$ cat src/rtl/perceptron_engine.sv
// Single-neuron perceptron: serial MAC over a valid/ready input stream, sign decision,
// and an optional perceptron-rule weight update with saturating arithmetic.
module perceptron_engine #(
   parameter  int N_INPUTS  = 8,
   parameter  int W_WIDTH   = 8,
   parameter  int X_WIDTH   = 8,
   localparam int AW        = $clog2(N_INPUTS + 1),
   localparam int ACC_WIDTH = W_WIDTH + X_WIDTH + AW
) (
   input  logic                 clk,
   input  logic                 nRst,
   input  logic                 w_load,
   input  logic [AW-1:0]        w_addr,
   input  logic [W_WIDTH-1:0]   w_data,
   input  logic                 start,
   input  logic                 mode,
   input  logic                 target,
   input  logic                 x_valid,
   input  logic [X_WIDTH-1:0]   x_data,
   output logic                 x_ready,
   output logic                 busy,
   output logic                 done,
   output logic                 y,
   output logic [ACC_WIDTH-1:0] acc,
   output logic [15:0]          err_cnt
);

   localparam int IW = $clog2(N_INPUTS);
   localparam int SW = ((W_WIDTH > X_WIDTH) ? W_WIDTH : X_WIDTH) + 2;
   localparam logic signed [SW-1:0] W_MAX = SW'((2 ** (W_WIDTH - 1)) - 1);
   localparam logic signed [SW-1:0] W_MIN = SW'(-(2 ** (W_WIDTH - 1)));
   localparam logic signed [SW-1:0] ONE   = SW'(1);

   typedef enum logic [2:0] {S_IDLE, S_MAC, S_DECIDE, S_UPDATE, S_DONE} state_t;

   state_t state_q, state_d;

   logic signed [W_WIDTH-1:0]   w_q [N_INPUTS];
   logic signed [W_WIDTH-1:0]   bias_q;
   logic signed [X_WIDTH-1:0]   buf_q [N_INPUTS];
   logic        [AW-1:0]        idx_q;
   logic signed [ACC_WIDTH-1:0] acc_int_q;
   logic signed [ACC_WIDTH-1:0] acc_q;
   logic                        y_q;
   logic                        mode_q;
   logic                        target_q;
   logic        [15:0]          err_cnt_q;

   logic        [IW-1:0]              sel;
   logic signed [X_WIDTH-1:0]         x_s;
   logic signed [W_WIDTH-1:0]         w_data_s;
   logic signed [W_WIDTH+X_WIDTH-1:0] prod;
   logic signed [ACC_WIDTH-1:0]       prod_ext;
   logic signed [X_WIDTH:0]           buf_ext;
   logic signed [X_WIDTH:0]           delta;
   logic signed [SW-1:0]              w_sum;
   logic signed [SW-1:0]              bias_sum;
   logic                              accept;
   logic                              last_elem;
   logic                              last_upd;
   logic                              y_int;
   logic                              mis;

   function automatic logic signed [W_WIDTH-1:0] sat_w(input logic signed [SW-1:0] v);
      if (v > W_MAX)      return W_WIDTH'(W_MAX);
      else if (v < W_MIN) return W_WIDTH'(W_MIN);
      else                return W_WIDTH'(v);
   endfunction

   assign sel       = idx_q[IW-1:0];
   assign x_s       = x_data;
   assign w_data_s  = w_data;
   assign prod      = w_q[sel] * x_s;
   assign prod_ext  = ACC_WIDTH'(prod);
   // Negation at X_WIDTH+1 bits so the most negative input flips to a representable positive.
   assign buf_ext   = (X_WIDTH + 1)'(buf_q[sel]);
   assign delta     = target_q ? buf_ext : -buf_ext;
   assign w_sum     = SW'(w_q[sel]) + SW'(delta);
   assign bias_sum  = SW'(bias_q) + (target_q ? ONE : -ONE);
   assign accept    = x_valid && (state_q == S_MAC);
   assign last_elem = (idx_q == AW'(N_INPUTS - 1));
   assign last_upd  = (idx_q == AW'(N_INPUTS));
   assign y_int     = ~acc_int_q[ACC_WIDTH-1];
   assign mis       = mode_q && (y_int != target_q);

   always_ff @(posedge clk or negedge nRst) begin
      if (!nRst) state_q <= S_IDLE;
      else       state_q <= state_d;
   end

   // NOTE: every signal written in always_comb gets a default first, otherwise a latch is inferred.
   always_comb begin
      state_d = state_q;
      unique case (state_q)
         S_IDLE:   if (start) state_d = S_MAC;
         S_MAC:    if (accept && last_elem) state_d = S_DECIDE;
         S_DECIDE: state_d = mis ? S_UPDATE : S_DONE;
         S_UPDATE: if (last_upd) state_d = S_DONE;
         S_DONE:   state_d = S_IDLE;
         default:  state_d = S_IDLE;
      endcase
   end

   always_comb begin
      x_ready = (state_q == S_MAC);
      busy    = (state_q != S_IDLE);
      done    = (state_q == S_DONE);
   end

   assign y       = y_q;
   assign acc     = acc_q;
   assign err_cnt = err_cnt_q;

   // NOTE: sequential state uses non-blocking assignments so every register samples pre-edge values.
   always_ff @(posedge clk or negedge nRst) begin
      if (!nRst) begin
         for (int k = 0; k < N_INPUTS; k++) w_q[k] <= '0;
         bias_q    <= '0;
         idx_q     <= '0;
         acc_int_q <= '0;
         acc_q     <= '0;
         y_q       <= 1'b0;
         mode_q    <= 1'b0;
         target_q  <= 1'b0;
         err_cnt_q <= '0;
      end else begin
         unique case (state_q)
            S_IDLE: begin
               if (start) begin
                  mode_q    <= mode;
                  target_q  <= target;
                  acc_int_q <= ACC_WIDTH'(bias_q);
                  idx_q     <= '0;
               end else if (w_load) begin
                  if (w_addr < AW'(N_INPUTS))       w_q[w_addr[IW-1:0]] <= w_data_s;
                  else if (w_addr == AW'(N_INPUTS)) bias_q              <= w_data_s;
               end
            end
            S_MAC: begin
               if (accept) begin
                  acc_int_q <= acc_int_q + prod_ext;
                  idx_q     <= idx_q + AW'(1);
               end
            end
            S_DECIDE: begin
               if (mis) begin
                  if (err_cnt_q != 16'hFFFF) err_cnt_q <= err_cnt_q + 16'd1;
                  idx_q <= '0;
               end
            end
            S_UPDATE: begin
               if (last_upd) bias_q   <= sat_w(bias_sum);
               else          w_q[sel] <= sat_w(w_sum);
               idx_q <= idx_q + AW'(1);
            end
            default: ;
         endcase
         // Results are published on entry to DONE so they are valid while done is high.
         if (state_d == S_DONE) begin
            y_q   <= y_int;
            acc_q <= acc_int_q;
         end
      end
   end

   // NOTE: the sample buffer has no reset; its contents are always rewritten before they are read.
   always_ff @(posedge clk) begin
      if (accept) buf_q[sel] <= x_s;
   end

endmodule

$ cat config.mk
export PLATFORM = sky130hd
export DESIGN_NAME = perceptron_engine
export DESIGN_NICKNAME = d
export VERILOG_FILES = /design/src/rtl/perceptron_engine.sv
export SDC_FILE = /design/constraint.sdc
export NUM_CORES = 1
export LEC_CHECK = 0
export CORE_ASPECT_RATIO = 1.1
export CORE_UTILIZATION = 40
export CTS_CLUSTER_SIZE = 12
export DETAILED_ROUTE_END_ITERATION = 16
export HOLD_SLACK_MARGIN = 0.12
export SETUP_SLACK_MARGIN = 0.3
export SLEW_MARGIN = 20
export SYNTH_ARGS = -nofsm -noshare
export SYNTH_HDL_FRONTEND = slang
export SYNTH_SLANG_ARGS = --single-unit
$ cat constraint.sdc
create_clock -name clk -period 13.5 [get_ports clk]
set_input_delay 2.025 -clock clk [delete_from_list [all_inputs] [get_ports clk]]
set_output_delay 2.025 -clock clk [all_outputs]
set_load 0.02 [all_outputs]
Word level (Yosys, flattened, before mapping)
Memory sizes are Yosys's and may differ from the RTL's.
Cells that the tools add are included.
- muxes and demuxes: 42
- multiply operators: 1
- $lt $le $gt $ge: 9
- reduce and logical (&&, ||, !) cells: 16
- $add $sub $neg: 6
- eq/ne operators: 20
- bitwise logic cells: 3
- operator list (kind ; count):
    $mux W64 ; 4
    $bwmux W64 ; 2
    $pmux W64 S2 ; 1
    $mux W8 ; 15
    $demux W8 S3 ; 2
    $mux W20 ; 2
    $pmux W20 S2 ; 1
    $bmux W8 S3 ; 1
    $add A20 B16 Y20 ; 1
    $gt A10 B8 Y1 const B ; 2
    $lt A10 B8 Y1 const B ; 2
    $ne A2 B2 Y1 const B ; 9
    $add A16 B1 Y16 const B ; 1
    $mul A8 B8 Y16 ; 1
    $ne A16 B16 Y1 const B ; 1
    $pmux W4 S4 ; 1
    $pmux W8 S2 ; 1
    $mux W3 ; 4
    $mux W4 ; 3
    $pmux W3 S4 ; 1
    $add A8 B10 Y10 ; 1
    $add A8 B9 Y10 ; 1
    $mux W10 ; 1
    $mux W9 ; 1
    25 further kinds ; 38
- flip-flop bits (word level): 138
- bits of input ports: 27
- memories: 1
- memory bits (writable): 64
- output and inout bits: 40
- logic and storage cells: 115
- memories (memory ; depth ; bits a word ; read ports ; clocked after memory_dff ; wr ports ; RTL line ; RTL):
    buf_q ; 8 ; 8 ; 1 ; 0 ; 1 ; 40 ; logic signed [X_WIDTH-1:0] buf_q [N_INPUTS];

Logic depth before layout (Yosys ltp)
- depth after elaboration: 13
- mapped depth: 26
- mapped depth without buffers: 23

Worst setup path after synthesis
No wires, ideal clock.
- path type: input to register
- from: in x_data[1]
- to: reg acc_int_q[17]
- slack: 6.345 ns
- buffers on the path: 1
- stages on the path: 15
- data required time: 13.363 ns
- setup time: 0.137 ns
- arrival: 7.018 ns
- cell sequence: buf_1 > nor2b_1 > fa_1 > fa_1 > fa_1 > fa_1 > ha_1 > ha_1 > o21a_1 > o21ai_0 > nor4_1 > o21ai_0 > o21ai_0 > xnor2_1 > o21ai_0
- cells in the longest elaborated chain, start to end: 4
- ends and longest elaborated chain (element ; RTL line ; RTL):
    start, declared ; 19 ; input logic [X_WIDTH-1:0] x_data,
    $mul A8 B8 Y16 ; 73 ; assign prod = w_q[sel] * x_s;
    $add A20 B16 Y20 ; 141 ; acc_int_q <= acc_int_q + prod_ext;
    $mux W20 ; 140 ; if (accept) begin
    $pmux W20 S2 ; 127 ; unique case (state_q)
    end signal, assigned ; 132 ; acc_int_q <= ACC_WIDTH'(bias_q);
    end signal, assigned ; 141 ;
    end, declared ; 42 ; logic signed [ACC_WIDTH-1:0] acc_int_q;
No other way between the ends. The select of a mux whose other input is x is not followed.
A chain may end at the register's enable or synchronous reset.

Final worst setup path
- from: in x_data[7]
- to: reg acc_int_q[17]
The elaborated chain is that of the path after synthesis.

==> results by stage <==
STA:
- The timing-limited maximum frequency is between 100 and 150 MHz.
- The final count of hold timing violations is 0.
- At the pin with the least slew margin, the transition time is between 1 and 1.5 ns.
- Summed over all failing endpoints, the final setup total negative slack is 0 ns.
- Between clock sinks in the finished design, the worst skew comes to ~0.017 ns.
- The worst path uses 55.6% of the clock period.
- The worst path setup slack after routing is about 6.0 ns.
- The worst pin sits at a relative slew slack of 31.5%.
- The clock period minus final worst setup slack is around 7.5 ns.
- The final number of max-transition violations is 0.
- Setup repair after global routing left no endpoint under its margin.
- Setup violations remaining at the end of the flow were counted as 0.

Global routing:
- Across every metal layer, demand over resource in global routing totals 22.6%.
- The first global-routing pass estimated about 65000 µm of wire.
- The maximum number of pins on one net before global-route repair is 73.
- The via count of the first global-routing pass was roughly 11000.
- The initial antenna violation count came to 0.
- The leftover overflow at the end of global routing is 0.

Worst hold path:
- The depth of the worst hold-timing path is 2.
- In this run the worst hold path is classified as reg2reg.

Synth:
- Yosys mapped a number of flops with a built-in enable equal to 64.
- Among all flip-flop cells after synthesis, the most frequent one is sky130_fd_sc_hd__dfrtp_1.
- The average instance area after synthesis is a little over 10 µm².
- The sequential fraction of the synthesis area is a little under two fifths.
- The synthesized design devotes to its leading area cell type between 20% and 30% of total area.
- The commonest cells after synthesis are 155 x sky130_fd_sc_hd__nand2_1, 138 x sky130_fd_sc_hd__dfrtp_1, 123 x sky130_fd_sc_hd__inv_1.
- Yosys mapped the design onto around 90 distinct sky130hd cell types.
- Yosys instantiated no cell more often than sky130_fd_sc_hd__nand2_1.
- The mapped netlist covers about 14000 µm².
- The net count after synthesis is 1617.
- The async set-reset flop share out of synthesis is 68.3%.
- After synthesis, the cell types taking the most area are sky130_fd_sc_hd__dfrtp_1 24%, sky130_fd_sc_hd__edfxtp_1 13%, sky130_fd_sc_hd__fa_1 12%.
- The largest total area in the synthesized netlist belongs to sky130_fd_sc_hd__dfrtp_1.
- Counting flops and latches in the post-synthesis netlist gives between 200 and 250.
- The count of yosys warnings during synthesis is 0.
- The number of instances in the synthesized netlist is between 1000 and 1500.

Critical path:
- The cell depth of the worst flop-to-flop path is 22.
- The required time of the critical path is about 14 ns.
- The critical-path maximum fanout is 10.
- The signal on the critical path passes through clkdlybuf4s50_1, clkinv_1, or2_2, fa_1, fa_1, inv_1, fa_1, fa_1, fa_1, ha_1, o21a_1, a21oi_1, nor4_1, o21ai_0, o21ai_0, xnor2_1, o21ai_0.
- The nature of the critical path endpoint is a flop.
- The slowest library cell on the worst path is sky130_fd_sc_hd__clkdlybuf4s50_1.
- Among the stages of the critical path, the cell type that occurs most often is sky130_fd_sc_hd__fa_1.
- The critical path is of the in2reg type.
- On the worst path, the slowest cell contributes a delay of about 0.70 ns.
- The kind of launch point of the worst setup path is an input port.
- STA puts the critical path data arrival time at ~8 ns.

Layout:
- The area overhead of the layout relative to synthesis is 13.0%.
- 0 antenna diodes ended up in the layout.
- Once layout is complete, the utilization of the core stands at 46.2%.
- Once layout is complete, the cells apart from fillers number between 1500 and 2000.
- The final layout contains roughly 1700 nets.
- The fraction of final layout cells sized beyond drive strength 1 is 8.12%.

Floorplan:
- The effective utilization at floorplan is around 41%.
- In this run the standard cell core region covers 35300 µm².
- The initialized floorplan defines 72 standard-cell rows.
- The number of ports placed on the die boundary is 67.
- The vertical die dimension is 201 µm.
- The total die area is between 30000 and 40000 µm².
- In this run the horizontal extent of the chip is ~180 µm.

Routing:
- The ratio of routed vias to standard cells is 5.63.
- After detailed routing, the average wire length per cell comes to approximately 20 µm.
- The first routing iteration left 839 violations.
- For this run, design rule violations remaining after detail routing come to 0.
- Once detail routing completed, the nets flagged for antenna violations numbered 0.
- The first detailed-routing pass took 5 iterations.
- The total wire length is just over 40000 µm.
- The total vias in the final route is ~11000.

Placement:
- The number of cells after detailed placement is 1926.
- Prior to clock tree synthesis, the placed netlist has a worst setup slack of approximately 5.5 ns.
- The HPWL after detailed placement is roughly 29000 µm.
- The global placer's final weighted congestion is 0.938.
- Buffers placed on the I/O ports in this run total 66.

Clock network:
- The number of levels the H-tree was split into is 1.
- The clock-pin slew of the registers on the worst-case setup and hold paths is ~0.060 ns.
- Clock tree synthesis selected as its root buffer the cell sky130_fd_sc_hd__clkbuf_16.
- The post-CTS setup repair buffer count is 0.
- The number of clock buffers inserted by TritonCTS is 25.
- After clock tree synthesis, the flow added hold-fix buffers numbering 0.
- TritonCTS built the clock tree.
- The number of buffers on the longest clock path is 3.
- The tree built by TritonCTS fans out to between 200 and 250 sinks.
- The quantity of gates resized following cts is 0.
- The insertion delay to the later sink of the worst-skew pair is between 0.5 and 0.6 ns.

Status:
- The run finished with clean final reports.

Run:
- The number of violations of the max-capacitance limit is 0.
cells by family after synthesis:
family	share of synthesized area [%]
multiplexers	5.04
XOR/XNOR	2.85
AND/OR/NAND/NOR	14.8
adder cells (fa/ha/maj)	18.2
buffers and inverters	5.42
flip-flops	37.2
AO/OA/AOI/OAI	16.4
sequential cells by signal, indices dropped and copies added (netlist names):
name	flops
acc	20
acc_int_q	20
bias_q	8
buf_q	64
err_cnt	16
idx_q	4
mode_q	1
state_q	3
target_q	1
w_q	64
y	1
final timing paths:
path | slack (ns) | from | to
worst min register to register | 0.48 | acc[5] | acc[5]
max in group asynchronous | 10.63 | nRst | acc[12]
min in group asynchronous | 1.49 | nRst | w_q[39]
worst max register to register | 6.07 | idx_q[1] | acc_int_q[17]
worst max-delay path | 6.00 | x_data[7] | acc_int_q[17]
worst min-delay path | 0.48 | acc[5] | acc[5]
cells in the final DEF (no fill, tap or decap), drive strengths merged, types with 64 or more instances in the layout:
master / synthesis / final
nand2: 155 / 155
dfrtp: 138 / 138
inv: 123 / 126
o21ai: 115 / 115
a21oi: 91 / 91
fa: 90 / 90
nor2: 78 / 78
ha: 66 / 66
clkdlybuf4s50: 0 / 65
edfxtp: 64 / 64
critical path, delay by kind of cell:
kind | cells | cell delay [ns]
AO/OA/AOI/OAI | 5 | 0.84
XOR/XNOR | 1 | 0.15
adder cells (fa/ha/maj) | 6 | 2.96
buffers and inverters | 3 | 1.11
AND/OR/NAND/NOR | 2 | 0.80
cell type report:
| class | count | area (µm²) |
|---|---|---|
| inverters | 126 | 473 |
| repair buffers | 78 | 752 |
| well taps | 481 | 602 |
| clock inverters | 15 | 138 |
| fillers | 3448 | 19000 |
| flip-flops and latches | 202 | 5380 |
| multi-input cells | 1039 | 8280 |
| clock buffers | 31 | 678 |
per-stage QoR:
stage                     hold slack (ns)  instance area, µm²
after detailed placement            0.462               15500
after floorplan                     0.445               14400
after global routing                0.499               16300
after CTS                           0.485               16300
final                               0.480               16300
after global placement              0.462               15500
routing by layer:
| layer | vias up | wire length (µm) | global-route usage [%] |
|---|---|---|---|
| li1 | 5119 | - | - |
| met1 | 5522 | 17200 | 29.3 |
| met2 | 348 | 19500 | 37.9 |
| met3 | 105 | 2530 | 4.14 |
| met4 | 0 | 1320 | 7.65 |
| met5 | - | 0 | 0 |
Power is not shown: default switching activity piles up to over one toggle a cycle in this logic, so the estimate is an artifact.
